$ cat src/rtl/ecp5pll_phase_pkg.sv
// Shared constants for the ECP5 PLL dynamic phase sequencer.
// Holds the FSM state encoding, the default timing values and a small
// helper used to size the shared step timer.
package ecp5pll_phase_pkg;

    // Default timing, in clk cycles
    localparam int C_DEF_PHASE_BITS   = 8;
    localparam int C_DEF_SETUP_CYCLES = 2;
    localparam int C_DEF_PULSE_CYCLES = 4;
    localparam int C_DEF_GAP_CYCLES   = 4;

    // Sequencer states; S_LOAD is only reachable when the load feature is built in
    localparam logic [2:0] S_IDLE  = 3'd0;
    localparam logic [2:0] S_SETUP = 3'd1;
    localparam logic [2:0] S_PULSE = 3'd2;
    localparam logic [2:0] S_GAP   = 3'd3;
    localparam logic [2:0] S_DONE  = 3'd4;
    localparam logic [2:0] S_LOAD  = 3'd5;

    // Largest of three cycle counts, used to size the step timer
    function automatic int max_of3(input int a, input int b, input int c);
        int m;
        m = (a > b) ? a : b;
        return (m > c) ? m : c;
    endfunction

endpackage

$ cat src/rtl/ecp5pll_phase_timer.sv
// Loadable down-counter with a zero flag. One instance times every
// SETUP, PULSE, GAP and LOAD interval of the phase sequencer: loading
// N-1 on state entry makes the flag rise in the state's last cycle.
module ecp5pll_phase_timer #(
    parameter int C_WIDTH = 3
) (
    input  logic               clk,
    input  logic               reset,
    input  logic               load,
    input  logic [C_WIDTH-1:0] value,
    output logic               zero
);

    logic [C_WIDTH-1:0] count;

    // Load on request, otherwise count down and park at zero
    // NOTE: state registers use non-blocking assignments so every flop samples pre-edge values.
    always_ff @(posedge clk or posedge reset) begin
        if (reset) begin
            count <= '0;
        end else if (load) begin
            count <= value;
        end else if (count != '0) begin
            count <= count - C_WIDTH'(1);
        end
    end

    assign zero = (count == '0);

endmodule

$ cat src/rtl/ecp5pll_phase_seq.sv
// ECP5 EHXPLLL dynamic phase sequencer. Accepts an absolute target phase,
// picks the shorter direction around the modulo-2^C_PHASE_BITS ring and
// emits timed phasestep pulses until the tracked phase reaches the target.
// Optional feature: define ECP5PLL_PHASE_LOADREG_EN to add the LOAD state,
// which pulses phaseloadreg on load_req and clears the tracked phase.
module ecp5pll_phase_seq
    import ecp5pll_phase_pkg::*;
#(
    parameter int C_PHASE_BITS   = C_DEF_PHASE_BITS,
    parameter int C_SETUP_CYCLES = C_DEF_SETUP_CYCLES,
    parameter int C_PULSE_CYCLES = C_DEF_PULSE_CYCLES,
    parameter int C_GAP_CYCLES   = C_DEF_GAP_CYCLES
) (
    input  logic                    clk,
    input  logic                    reset,
    input  logic                    cmd_valid,
    output logic                    cmd_ready,
    input  logic [C_PHASE_BITS-1:0] cmd_target,
    input  logic                    load_req,
    output logic [C_PHASE_BITS-1:0] phase,
    output logic                    busy,
    output logic                    done,
    output logic                    phasedir,
    output logic                    phasestep,
    output logic                    phaseloadreg
);

    localparam int C_TIMER_BITS =
        $clog2(max_of3(C_SETUP_CYCLES, C_PULSE_CYCLES, C_GAP_CYCLES) + 1);

    localparam logic [C_TIMER_BITS-1:0] C_SETUP_LOAD = C_TIMER_BITS'(C_SETUP_CYCLES - 1);
    localparam logic [C_TIMER_BITS-1:0] C_PULSE_LOAD = C_TIMER_BITS'(C_PULSE_CYCLES - 1);
    localparam logic [C_TIMER_BITS-1:0] C_GAP_LOAD   = C_TIMER_BITS'(C_GAP_CYCLES - 1);

    // Half the ring; a distance of exactly half is taken upwards
    localparam logic [C_PHASE_BITS-1:0] C_HALF = {1'b1, {(C_PHASE_BITS-1){1'b0}}};

    logic [2:0]              state;
    logic [2:0]              next_state;
    logic [C_PHASE_BITS-1:0] target;
    logic [C_PHASE_BITS-1:0] diff;
    logic                    timer_load;
    logic [C_TIMER_BITS-1:0] timer_value;
    logic                    timer_zero;

    ecp5pll_phase_timer #(
        .C_WIDTH (C_TIMER_BITS)
    ) u_timer (
        .clk   (clk),
        .reset (reset),
        .load  (timer_load),
        .value (timer_value),
        .zero  (timer_zero)
    );

    // Next-state decode and timer reload for the state being entered
    // NOTE: every output of this block gets a default first so no latch is inferred.
    always_comb begin
        next_state  = state;
        timer_load  = 1'b0;
        timer_value = '0;
        diff        = cmd_target - phase;
        case (state)
            S_IDLE: begin
                if (cmd_valid) begin
                    if (diff == '0) begin
                        next_state = S_DONE;
                    end else begin
                        next_state  = S_SETUP;
                        timer_load  = 1'b1;
                        timer_value = C_SETUP_LOAD;
                    end
                end
`ifdef ECP5PLL_PHASE_LOADREG_EN
                else if (load_req) begin
                    next_state  = S_LOAD;
                    timer_load  = 1'b1;
                    timer_value = C_PULSE_LOAD;
                end
`endif
            end
            S_SETUP: begin
                if (timer_zero) begin
                    next_state  = S_PULSE;
                    timer_load  = 1'b1;
                    timer_value = C_PULSE_LOAD;
                end
            end
            S_PULSE: begin
                if (timer_zero) begin
                    next_state  = S_GAP;
                    timer_load  = 1'b1;
                    timer_value = C_GAP_LOAD;
                end
            end
            S_GAP: begin
                if (timer_zero) begin
                    if (phase == target) begin
                        next_state = S_DONE;
                    end else begin
                        next_state  = S_SETUP;
                        timer_load  = 1'b1;
                        timer_value = C_SETUP_LOAD;
                    end
                end
            end
            S_DONE: begin
                next_state = S_IDLE;
            end
`ifdef ECP5PLL_PHASE_LOADREG_EN
            S_LOAD: begin
                if (timer_zero) begin
                    next_state = S_DONE;
                end
            end
`endif
            default: begin
                next_state = S_IDLE;
            end
        endcase
    end

    // State, tracked phase, latched command and registered PLL controls
    always_ff @(posedge clk or posedge reset) begin
        if (reset) begin
            state     <= S_IDLE;
            phase     <= '0;
            target    <= '0;
            phasedir  <= 1'b0;
            phasestep <= 1'b0;
            done      <= 1'b0;
        end else begin
            state     <= next_state;
            phasestep <= (next_state == S_PULSE);
            done      <= (next_state == S_DONE);
            if (state == S_IDLE && cmd_valid) begin
                target   <= cmd_target;
                phasedir <= (diff <= C_HALF);
            end
            if (state == S_PULSE && timer_zero) begin
                phase <= phasedir ? phase + C_PHASE_BITS'(1) : phase - C_PHASE_BITS'(1);
            end
`ifdef ECP5PLL_PHASE_LOADREG_EN
            if (state == S_LOAD && timer_zero) begin
                phase <= '0;
            end
`endif
        end
    end

`ifdef ECP5PLL_PHASE_LOADREG_EN
    // Phase-register load strobe, high for the whole LOAD interval
    always_ff @(posedge clk or posedge reset) begin
        if (reset) begin
            phaseloadreg <= 1'b0;
        end else begin
            phaseloadreg <= (next_state == S_LOAD);
        end
    end
`else
    logic unused_load_req;
    assign unused_load_req = load_req;
    assign phaseloadreg    = 1'b0;
`endif

    assign cmd_ready = (state == S_IDLE);
    assign busy      = (state != S_IDLE);

endmodule

$ cat config.mk
export PLATFORM = sky130hd
export DESIGN_NAME = ecp5pll_phase_seq
export DESIGN_NICKNAME = d
export VERILOG_FILES = /design/src/rtl/ecp5pll_phase_pkg.sv /design/src/rtl/ecp5pll_phase_timer.sv /design/src/rtl/ecp5pll_phase_seq.sv
export SDC_FILE = /design/constraint.sdc
export NUM_CORES = 1
export LEC_CHECK = 0
export ABC_CLOCK_PERIOD_IN_PS = 2600
export BUFFER_PORTS_ARGS = -buffer_cell sky130_fd_sc_hd__buf_2
export CORE_MARGIN = 2
export CORE_UTILIZATION = 45
export DETAILED_ROUTE_END_ITERATION = 8
export PLACE_DENSITY = 0.63
export SKIP_LAST_GASP = 1
export SYNTH_ARGS = -nofsm -noshare
export SYNTH_HDL_FRONTEND = slang
export SYNTH_SLANG_ARGS = --single-unit
$ cat constraint.sdc
create_clock -name clk -period 2.6 [get_ports clk]
set_input_delay 0.26 -clock clk [delete_from_list [all_inputs] [get_ports clk]]
set_output_delay 0.26 -clock clk [all_outputs]
set_load 0.1 [all_outputs]
==> results.sh, run 1 <==
export IMPL_fillerInstances=386
export IMPL_place_gp_congestion=0.871
export IMPL_yosys_area_top_type_share_pct=34.1
export IMPL_synth_top_flop_cell="dfrtp_1"
export IMPL_fmax_mhz=446
export IMPL_grt_pass1_wl_mm=5.99
export IMPL_p_sw_uw=161
export IMPL_maxCapViolations=0
export IMPL_synth_edf_count=0
export IMPL_antenna_left=0
export IMPL_clkPwrFrac_pct=32.7
export IMPL_fin_nets=251
export IMPL_cts_tree="done"
export IMPL_io_pin_count=26
export IMPL_numPortBuffers=23
export IMPL_r2r_end="state[0]"
export IMPL_reg2reg_depth=8
export IMPL_post_cts_resized=0
export IMPL_drt_iter0_markers=57
export IMPL_hold_buffers=0
export IMPL_tightest_slew_ns=0.534
export IMPL_core_rowCount=23
export IMPL_crit_fanout=6
export IMPL_yosysWarnings=0
export IMPL_fin_hold_ws_ns=0.0238
export IMPL_ir_drop_uv=196
export IMPL_synthTopCellsByArea="dfrtp_1 34%, ha_1 10%, xnor2_1 6.2%"
export IMPL_max_slew_margin_rel_pct=64.3
export IMPL_initial_core_util_pct=46.3
export IMPL_synth_seq_cells=25
export IMPL_outcome="finished clean"
export IMPL_syn_area_mm2=0.00184
export IMPL_wire_per_inst_um=13.1
export IMPL_pwr_share_seq_pct=56.6
export IMPL_worst_setup_path_end_kind="flip-flop"
export IMPL_setup_viol=0
export IMPL_timing_final_max_slew_violations=0
export IMPL_first_global_vias=1291
export IMPL_avgSynthCellArea_um2=9.28
export IMPL_syn_inst=198
export IMPL_area_delta_synth_final_pct=12.2
export IMPL_yosysSeqAreaShare_pct=34.1
export IMPL_min_period_ns=2.24
export IMPL_reg2reg_slack_ns=0.36
export IMPL_synth_nets=226
export IMPL_num_antenna_cells=0
export IMPL_final_setup_skew_ns=0.00759
export IMPL_critPathKind="reg -> reg"
export IMPL_setup_tns_ns=0
export IMPL_power_share_switching_pct=23.4
export IMPL_grt_max_degree=26
export IMPL_track_usage_pct=17.2
export IMPL_core_area_mm2=0.00397
export IMPL_htree_levels=1
export IMPL_combPwrFrac_pct=10.7
export IMPL_dr_total_vias=1449
export IMPL_hold_path_class="in -> async"
export IMPL_cts_setup_buffers=0
export IMPL_cts_root_buffer="clkbuf_8"
export IMPL_gr_total_overflow=0
export IMPL_clkSinkCount=25
export IMPL_p_leak_uw=0.000982
export IMPL_drc=0
export IMPL_hold_viol=0
export IMPL_first_pass_iters=4
export IMPL_fin_crit_sh_pct=86.2
export IMPL_cts_clk_slew_worst_paths_ns=0.09
export IMPL_cts_buffer_depth=2
export IMPL_p_int_uw=525
export IMPL_antenna_found_initial=0
export IMPL_critPathRequiredTime_ns=2.72
export IMPL_async_flop_share_pct=100
export IMPL_power_density_mw_per_mm2=333
export IMPL_synthDistinctLibCells=53
export IMPL_crit_path_start_kind="flip-flop"
export IMPL_dieArea_mm2=0.00461
export IMPL_layout_drive_gt1_share_pct=21.2
export IMPL_worstPathArrival_ns=2.36
export IMPL_hpwl_mm=2.84
export IMPL_cts_buffers=3
export IMPL_synth_top_cell_by_area="dfrtp_1"
export IMPL_rsz0062_at_grt="false"
export IMPL_r2r_start="phase[2]"
export IMPL_die_h_um=67.9
export IMPL_crit_start="phase[2]"
export IMPL_wirelength_mm=3.57
export IMPL_die_x_um=67.9
export IMPL_vias_per_cell=5.33
export IMPL_clk_latency_ns=0.26
## kinds of logic after synthesis
kind of cell	synth area share, %
and+or+nand+nor	15.7
AOI/OAI and AO/OA	18.9
DFF	34.1
buffers and inverters	5.25
xor gates and xnor gates	8.58
adders and majority gates	11.3
muxes	6.06
other	0.204
## worst max-delay path by stage
stage	to	depth (start not counted)	slack, ns
CTS	state[0]	8	0.40
detailed placement	state[0]	8	0.42
finish	state[0]	8	0.36
global route	state[0]	8	0.25
global placement	state[0]	8	0.46
floorplan	phasedir	8	0.04
## power groups by stage
stage	clock, uW	sequential (uW)	combinational [uW]
after floorplan	0	396	54.1
after global placement	0	396	73.0
after detailed placement	0	396	73.7
after CTS	234	388	73.8
after global routing	252	388	82.4
final	224	388	73.2
## metrics by stage
stage | power (uW) | area (um2) | cells | setup WS (ns) | utilization (%)
floorplan | 450 | 1840 | 198 | 0.0373 | -
global placement | 469 | 2020 | 268 | 0.457 | 50.8
detailed placement | 470 | 2020 | 268 | 0.415 | 50.8
CTS | 697 | 2060 | 272 | 0.400 | 51.9
global route | 723 | 2060 | 272 | 0.253 | 51.9
finish | 686 | 2060 | 272 | 0.359 | 51.9
## state kept, by name (all words and copies together) (netlist names)
name / count
phasedir: 1
done: 1
u_timer.count: 3
phase: 8
state: 3
target: 8
phasestep: 1
## synthesized netlist by cell type (3+ instances only)
cell,count
inv_1,18
mux2_2,9
nor3_1,6
nand2_1,15
a21o_1,3
o22ai_1,3
xnor2_1,13
a21oi_1,9
o21ai_0,7
dfrtp_1,25
nand3_1,3
o211ai_1,3
xor2_1,5
nor2_1,15
nand2b_1,3
clkbuf_1,3
ha_1,15
## layout by cell type (no fill, tap or decap), types with 3 or more instances in the layout
| cell type | count |
|---|---|
| dfrtp_1 | 24 |
| buf_2 | 23 |
| inv_1 | 18 |
| nor2_1 | 15 |
| nand2_1 | 15 |
| ha_1 | 15 |
| xnor2_1 | 13 |
| mux2_2 | 9 |
| a21oi_1 | 9 |
| o21ai_0 | 7 |
| nor3_1 | 6 |
| xor2_1 | 5 |
| a21o_1 | 3 |
| nand3_1 | 3 |
| nand2b_1 | 3 |
| o22ai_1 | 3 |
| o211ai_1 | 3 |
| clkbuf_8 | 3 |
| buf_4 | 3 |
## routing by layer
layer	vias up	routed length, um	track usage [%]
met1	680	1890	27.1
li1	740	-	-
met2	27	1520	24.8
met3	2	132	1.97
met4	0	24	4.50
met5	-	0	0
## critical path, cell delays in order (launching register included)
cell      delay (ns)
dfrtp_1         0.43
inv_1           0.10
ha_1            0.34
o21ai_1         0.09
a21o_1          0.22
a211oi_1        0.38
o211ai_2        0.19
a21oi_4         0.24
o22ai_1         0.13
## cell type report
type	instances	area (um2)	share of cell area [%]
multi-input combinational	149	1120	54.4
inverter	18	67.6	3.28
timing repair buffer	26	138	6.68
clock buffer	4	45.0	2.19
sequential	25	627	30.4
tap	50	62.6	3.04
Power figures use the tool's default switching activity.
==> run 2, diff against run 1 <==
==> constraint.sdc (replaced) <==
create_clock -name clk -period 2.6 [get_ports clk]
set_input_delay 0.13 -clock clk [delete_from_list [all_inputs] [get_ports clk]]
set_output_delay 0.13 -clock clk [all_outputs]
set_load 0.1 [all_outputs]
==> run 2 against run 1 <==
  * Combinational power down 2%
  * Routed wire length up 0.11%
  * Maximum frequency up 3.9%
  * Sequential cell count unchanged
  * Clock skew up 0.0064 ns
  * Non-clock buffer count down 1
  * Setup slack better by 0.085 ns
==> results.sh, run 2 (synthesized netlist as in run 1, its figures left out) <==
export IMPL_cp_slowest_cell="dfrtp_1"
export IMPL_worst_setup_path_end_kind="flip-flop"
export IMPL_top_layer="met4"
export IMPL_grt_max_degree=26
export IMPL_initial_core_util_pct=46.3
export IMPL_grt_pass1_wl_mm=5.89
export IMPL_cts_clk_slew_worst_paths_ns=0.10
export IMPL_clk_latency_ns=0.28
export IMPL_max_slew_margin_rel_pct=36.8
export IMPL_num_antenna_cells=0
export IMPL_hpwl_mm=2.85
export IMPL_crit_path_start_kind="flip-flop"
export IMPL_fmax_mhz=464
export IMPL_layout_drive_gt1_share_pct=21.3
export IMPL_utilization_pct=51.8
export IMPL_cts_buffer_depth=2
export IMPL_crit_fanout=7
export IMPL_io_pin_count=26
export IMPL_fillerInstances=377
export IMPL_ir_drop_uv=182
export IMPL_power_density_mw_per_mm2=339
export IMPL_htree_levels=1
export IMPL_min_period_ns=2.16
export IMPL_final_cell_mix="24 x dfrtp_1, 23 x buf_2, 18 x inv_1"
export IMPL_fin_nets=250
export IMPL_register_area_um2=627
export IMPL_critPathRequiredTime_ns=2.75
export IMPL_gr_total_overflow=0
export IMPL_vias_per_cell=5.32
export IMPL_area_delta_synth_final_pct=12.0
export IMPL_setup_tns_ns=0
export IMPL_clkSinkCount=25
export IMPL_cpPeakStageDelay_ns=0.46
export IMPL_setup_ws_ns=0.443
export IMPL_wl_met2_mm=1.53
export IMPL_tightest_slew_ns=0.948
export IMPL_die_x_um=67.9
export IMPL_track_usage_pct=17.1
export IMPL_path_delay_family="compound AO/OA/AOI/OAI gates"
export IMPL_core_area_mm2=0.00397
export IMPL_antenna_found_initial=0
export IMPL_antenna_left=0
export IMPL_die_h_um=67.9
export IMPL_final_area_mm2=0.00206
export IMPL_drt_iter0_markers=49
export IMPL_dr_total_vias=1442
export IMPL_critPathKind="reg -> reg"
export IMPL_cts_buffers=3
export IMPL_maxCapViolations=0
export IMPL_dieArea_mm2=0.00461
export IMPL_wirelength_mm=3.58
export IMPL_fin_crit_sh_pct=83.0
export IMPL_outcome="finished clean"
export IMPL_first_global_vias=1266
export IMPL_critPathBufInv=1
export IMPL_cts_root_buffer="clkbuf_8"
export IMPL_final_setup_skew_ns=0.0140
export IMPL_path_cells="inv_1 > ha_1 > or2_1 > a211oi_1 > o211ai_2 > a21oi_4 > o22ai_1"
export IMPL_worstPathArrival_ns=2.31
export IMPL_hold_viol=0
export IMPL_hold_buffers=0
export IMPL_setup_viol=0
export IMPL_wire_per_inst_um=13.2
export IMPL_cts_tree="done"
export IMPL_rsz0062_at_grt="false"
export IMPL_drc=0
export IMPL_final_cell_count_no_fill=271
export IMPL_cts_setup_buffers=0
export IMPL_wl_met1_mm=1.90
export IMPL_route_met3_wl_um=81
export IMPL_first_pass_iters=4
export IMPL_reg_top3="phase: 8 flops, target: 8 flops"
export IMPL_multi_input_area_mm2=0.00112
export IMPL_p_leak_uw=0.000976
export IMPL_numPortBuffers=23
export IMPL_place_gp_congestion=0.883
export IMPL_post_cts_resized=0
export IMPL_timing_final_max_slew_violations=0
export IMPL_hold_path_class="in -> async"
export IMPL_layout_commonest_cell="dfrtp_1"
export IMPL_dp_cells=267
export IMPL_dpl_cell_area_mm2=0.00201
export IMPL_core_rowCount=23
export IMPL_pre_cts_slack_ns=0.443
[run 2: power by group]
| part | internal [uW] | total, uW | switching [uW] | leakage [uW] |
|---|---|---|---|---|
| registers | 388 | 388 | 0 | 0.000324 |
| logic | 26.2 | 71.4 | 45.2 | 0.000630 |
| clock network | 109 | 237 | 129 | 0.0000217 |
[run 2: final timing paths]
path / endpoint / slack (ns) / startpoint / cells past startpoint
worst max-delay path: state[0] / 0.44 / phase[4] / 7
worst min-delay path: phase[7] / 0.05 / reset / 2
worst max register to register: state[0] / 0.44 / phase[4] / 7
worst min register to register: target[3] / 0.53 / target[3] / 1
max in group asynchronous: phasedir / 1.92 / reset / 2
min in group clk: target[6] / 0.11 / cmd_target[6] / 2
[run 2: cell type report]
cell class	count	share of cell area, %
clock inverters	1	0.365
flip-flops and latches	25	30.5
inverters	18	3.28
repair buffers	25	6.33
well taps	50	3.04
multi-input cells	149	54.5
clock buffers	3	2.01
[run 2: per-layer routing]
| metal | vias up | GRT usage [%] |
|---|---|---|
| li1 | 743 | - |
| met1 | 673 | 25.3 |
| met2 | 21 | 25.7 |
| met3 | 5 | 1.97 |
| met4 | 0 | 6.75 |
| met5 | - | 0 |
[run 2: stage by stage]
step	power, uW	hold slack, ns
final	697	0.0501
after CTS	705	0.0924
after global placement	468	0.382
after detailed placement	468	0.391
after global routing	731	0.101
after floorplan	450	0.157
==> run 3, diff against run 2 <==
- ABC_AREA: default -> 1
- ABC_CLOCK_PERIOD_IN_PS: 2600 -> 2100
- clock period: 2.6 -> 2.1 ns (I/O delays scaled with it)
==> run 3 against run 2 <==
  * The flow now finishes with violations (hold timing)
  * Core utilization grew 4.0 points
  * Synthesized area grew 4.4%
  * Synthesized cell count grew 31%
  * Sequential cell count is the same
  * Worst hold slack lost 0.069 ns
  * Via count grew 15%
  * Critical path depth grew 4
  * Sequential share of layout area shrank 2.1 points
  * Final area grew 10%
  * First-iteration DRC count grew 14%
==> results.sh, run 3 <==
export IMPL_outcome="finished with violations"
export IMPL_violations="hold timing"
export IMPL_core_rowCount=23
export IMPL_gr_total_overflow=0
export IMPL_hold_path_class="in -> async"
export IMPL_synth_edf_count=0
export IMPL_initial_core_util_pct=47.3
export IMPL_fin_crit_sh_pct=94.5
export IMPL_clkSinkCount=25
export IMPL_dpl_cell_area_mm2=0.00216
export IMPL_avgSynthCellArea_um2=7.38
export IMPL_area_delta_synth_final_pct=18.0
export IMPL_wire_per_inst_um=11.5
export IMPL_final_cell_mix="82 x nand2_1, 44 x inv_1, 23 x buf_2, 17 x dfrtp_1, 15 x nor2_1"
export IMPL_yosys_area_top_type_share_pct=32.6
export IMPL_dieArea_mm2=0.00480
export IMPL_dr_total_vias=1653
export IMPL_worst_setup_path_end_kind="flip-flop"
export IMPL_cpPeakStageDelay_ns=0.49
export IMPL_num_antenna_cells=0
export IMPL_yosys_area_share_simple_pct=33.0
export IMPL_fin_nets=320
export IMPL_rsz0062_at_grt="false"
export IMPL_antenna_left=0
export IMPL_track_usage_pct=17.7
export IMPL_synthXorXnorAreaFrac_pct=5.94
export IMPL_synth_top_flop_cell="dfrtp_1"
export IMPL_r2r_end="u_timer.count[1]"
export IMPL_final_setup_skew_ns=0.0125
export IMPL_critPathRequiredTime_ns=2.28
export IMPL_async_flop_share_pct=100
export IMPL_reg2reg_slack_ns=0.12
export IMPL_tightest_slew_ns=0.850
export IMPL_htree_levels=1
export IMPL_io_pin_count=26
export IMPL_hold_viol=13
export IMPL_min_period_ns=1.98
export IMPL_r2r_start="phase[2]"
export IMPL_synthMuxAreaShare_pct=0
export IMPL_hpwl_mm=3.24
export IMPL_synth_nets=288
export IMPL_setup_viol=0
export IMPL_timing_final_max_slew_violations=0
export IMPL_wirelength_mm=3.92
export IMPL_grt_max_degree=23
export IMPL_critPathKind="reg -> reg"
export IMPL_cts_buffers=3
export IMPL_syn_inst=260
export IMPL_layout_drive_gt1_share_pct=23.4
export IMPL_antenna_found_initial=0
export IMPL_syn_area_mm2=0.00192
export IMPL_cts_setup_buffers=0
export IMPL_yosysWarnings=0
export IMPL_setup_tns_ns=0
export IMPL_yosys_cell_count_top_type="nand2_1"
export IMPL_reg2reg_depth=11
export IMPL_synth_top_cells_by_count="83 x nand2_1, 45 x inv_1, 25 x dfrtp_1"
export IMPL_layout_commonest_cell="nand2_1"
export IMPL_final_area_mm2=0.00226
export IMPL_pre_cts_slack_ns=0.127
export IMPL_synthAdderAreaFrac_pct=10.8
export IMPL_synthDistinctLibCells=35
export IMPL_fillerInstances=394
export IMPL_path_cells="inv_1 > ha_2 > or2_1 > nand3_1 > nand3_1 > nand2_1 > nand3_4 > o21bai_4 > nand4_1 > nand2_1 > inv_1"
export IMPL_synth_top_cell_by_area="dfrtp_1"
export IMPL_first_global_vias=1590
export IMPL_place_gp_congestion=0.795
export IMPL_first_pass_iters=4
export IMPL_synth_top_family_by_area="simple AND/OR/NAND/NOR gates"
export IMPL_fin_hold_ws_ns=-0.0184
export IMPL_setup_ws_ns=0.116
export IMPL_grt_pass1_wl_mm=6.89
export IMPL_yosysSeqAreaShare_pct=32.6
export IMPL_endpoint="u_timer.count[1]"
export IMPL_reg_top3="phase: 8 flops, target: 8 flops"
export IMPL_synth_compound_area_share_pct=7.76
export IMPL_cp_slowest_cell="dfrtp_4"
export IMPL_die_x_um=69.3
export IMPL_die_h_um=69.3
export IMPL_drt_iter0_markers=56
export IMPL_max_slew_margin_rel_pct=43.2
export IMPL_vias_per_cell=4.85
export IMPL_synthTopCellsByArea="dfrtp_1 33%, nand2_1 16%, ha_1 9.8%"
export IMPL_core_area_mm2=0.00406
export IMPL_cts_tree="done"
export IMPL_crit_fanout=6
export IMPL_cts_buffer_depth=2
export IMPL_fmax_mhz=504
export IMPL_drc=0
export IMPL_worstPathArrival_ns=2.17
export IMPL_crit_path_start_kind="flip-flop"
export IMPL_synth_seq_cells=25
export IMPL_maxCapViolations=0
export IMPL_cts_clk_slew_worst_paths_ns=0.10
export IMPL_cts_root_buffer="clkbuf_8"
export IMPL_numPortBuffers=23
export IMPL_crit_start="phase[2]"
export IMPL_clk_latency_ns=0.27
run 3: worst max-delay path, delay by kind of cell, from the launching register on:
family	cells	cell delay, ns
compound gates	1	0.18
buf+inv	2	0.09
fa+ha+maj	1	0.30
simple gates	7	0.83
flops	1	0.49
run 3: kinds of logic (layout without fill, tap and decap cells):
| kind of cell | count (synthesis) | after routing |
|---|---|---|
| buf+inv | 48 | 79 |
| flops | 25 | 25 |
| fa+ha+maj | 16 | 16 |
| other cells | 1 | 1 |
| compound gates | 22 | 22 |
| simple gates | 135 | 135 |
| xor+xnor | 13 | 13 |
run 3: area by class of cell:
cell class                 instances  area [um2]  share of cell area, %
multi-input combinational        187        1170                   51.6
sequential                        25         643                   28.4
inverter                          45         173                   7.63
timing repair buffer              30         168                   7.41
clock buffer                       3        41.3                   1.82
clock inverter                     1        7.51                  0.332
tap                               50        62.6                   2.76
run 3: metal layers:
layer	part of all wire, %	vias up	track usage (%)
met4	2.4	0	5.45
li1	-	875	-
met1	47	743	22.9
met5	0	-	0
met2	47	29	29.5
met3	3.6	6	3.78
run 3: worst min-delay path by stage:
stage                                  end          start  slack [ns]
after floorplan                       done          reset        0.13
after global routing             target[6]  cmd_target[6]        0.04
after detailed placement         target[3]  cmd_target[3]        0.33
after CTS                 u_timer.count[1]          reset        0.04
after global placement            phase[2]          reset        0.33
final                             phase[6]          reset       -0.02
run 3: what timing repair did:
action,CTS,global route
hold buffers,0,0
endpoints found under the setup margin,0,4
resized for setup,0,7
hold endpoints to repair,0,0
run 3: stage by stage:
stage	util (%)	instances	hold WS [ns]
5_1_grt	55.8	341	0.0438
3_3_place_gp	53.3	337	0.326
6_report	55.8	341	-0.0184
2_1_floorplan	-	260	0.132
4_1_cts	54.5	341	0.0425
3_5_place_dp	53.3	337	0.333
Power of run 3 is left out: the tool's default activity adds up to more than one toggle a clock period on the data nets, which glitch-free logic cannot reach.
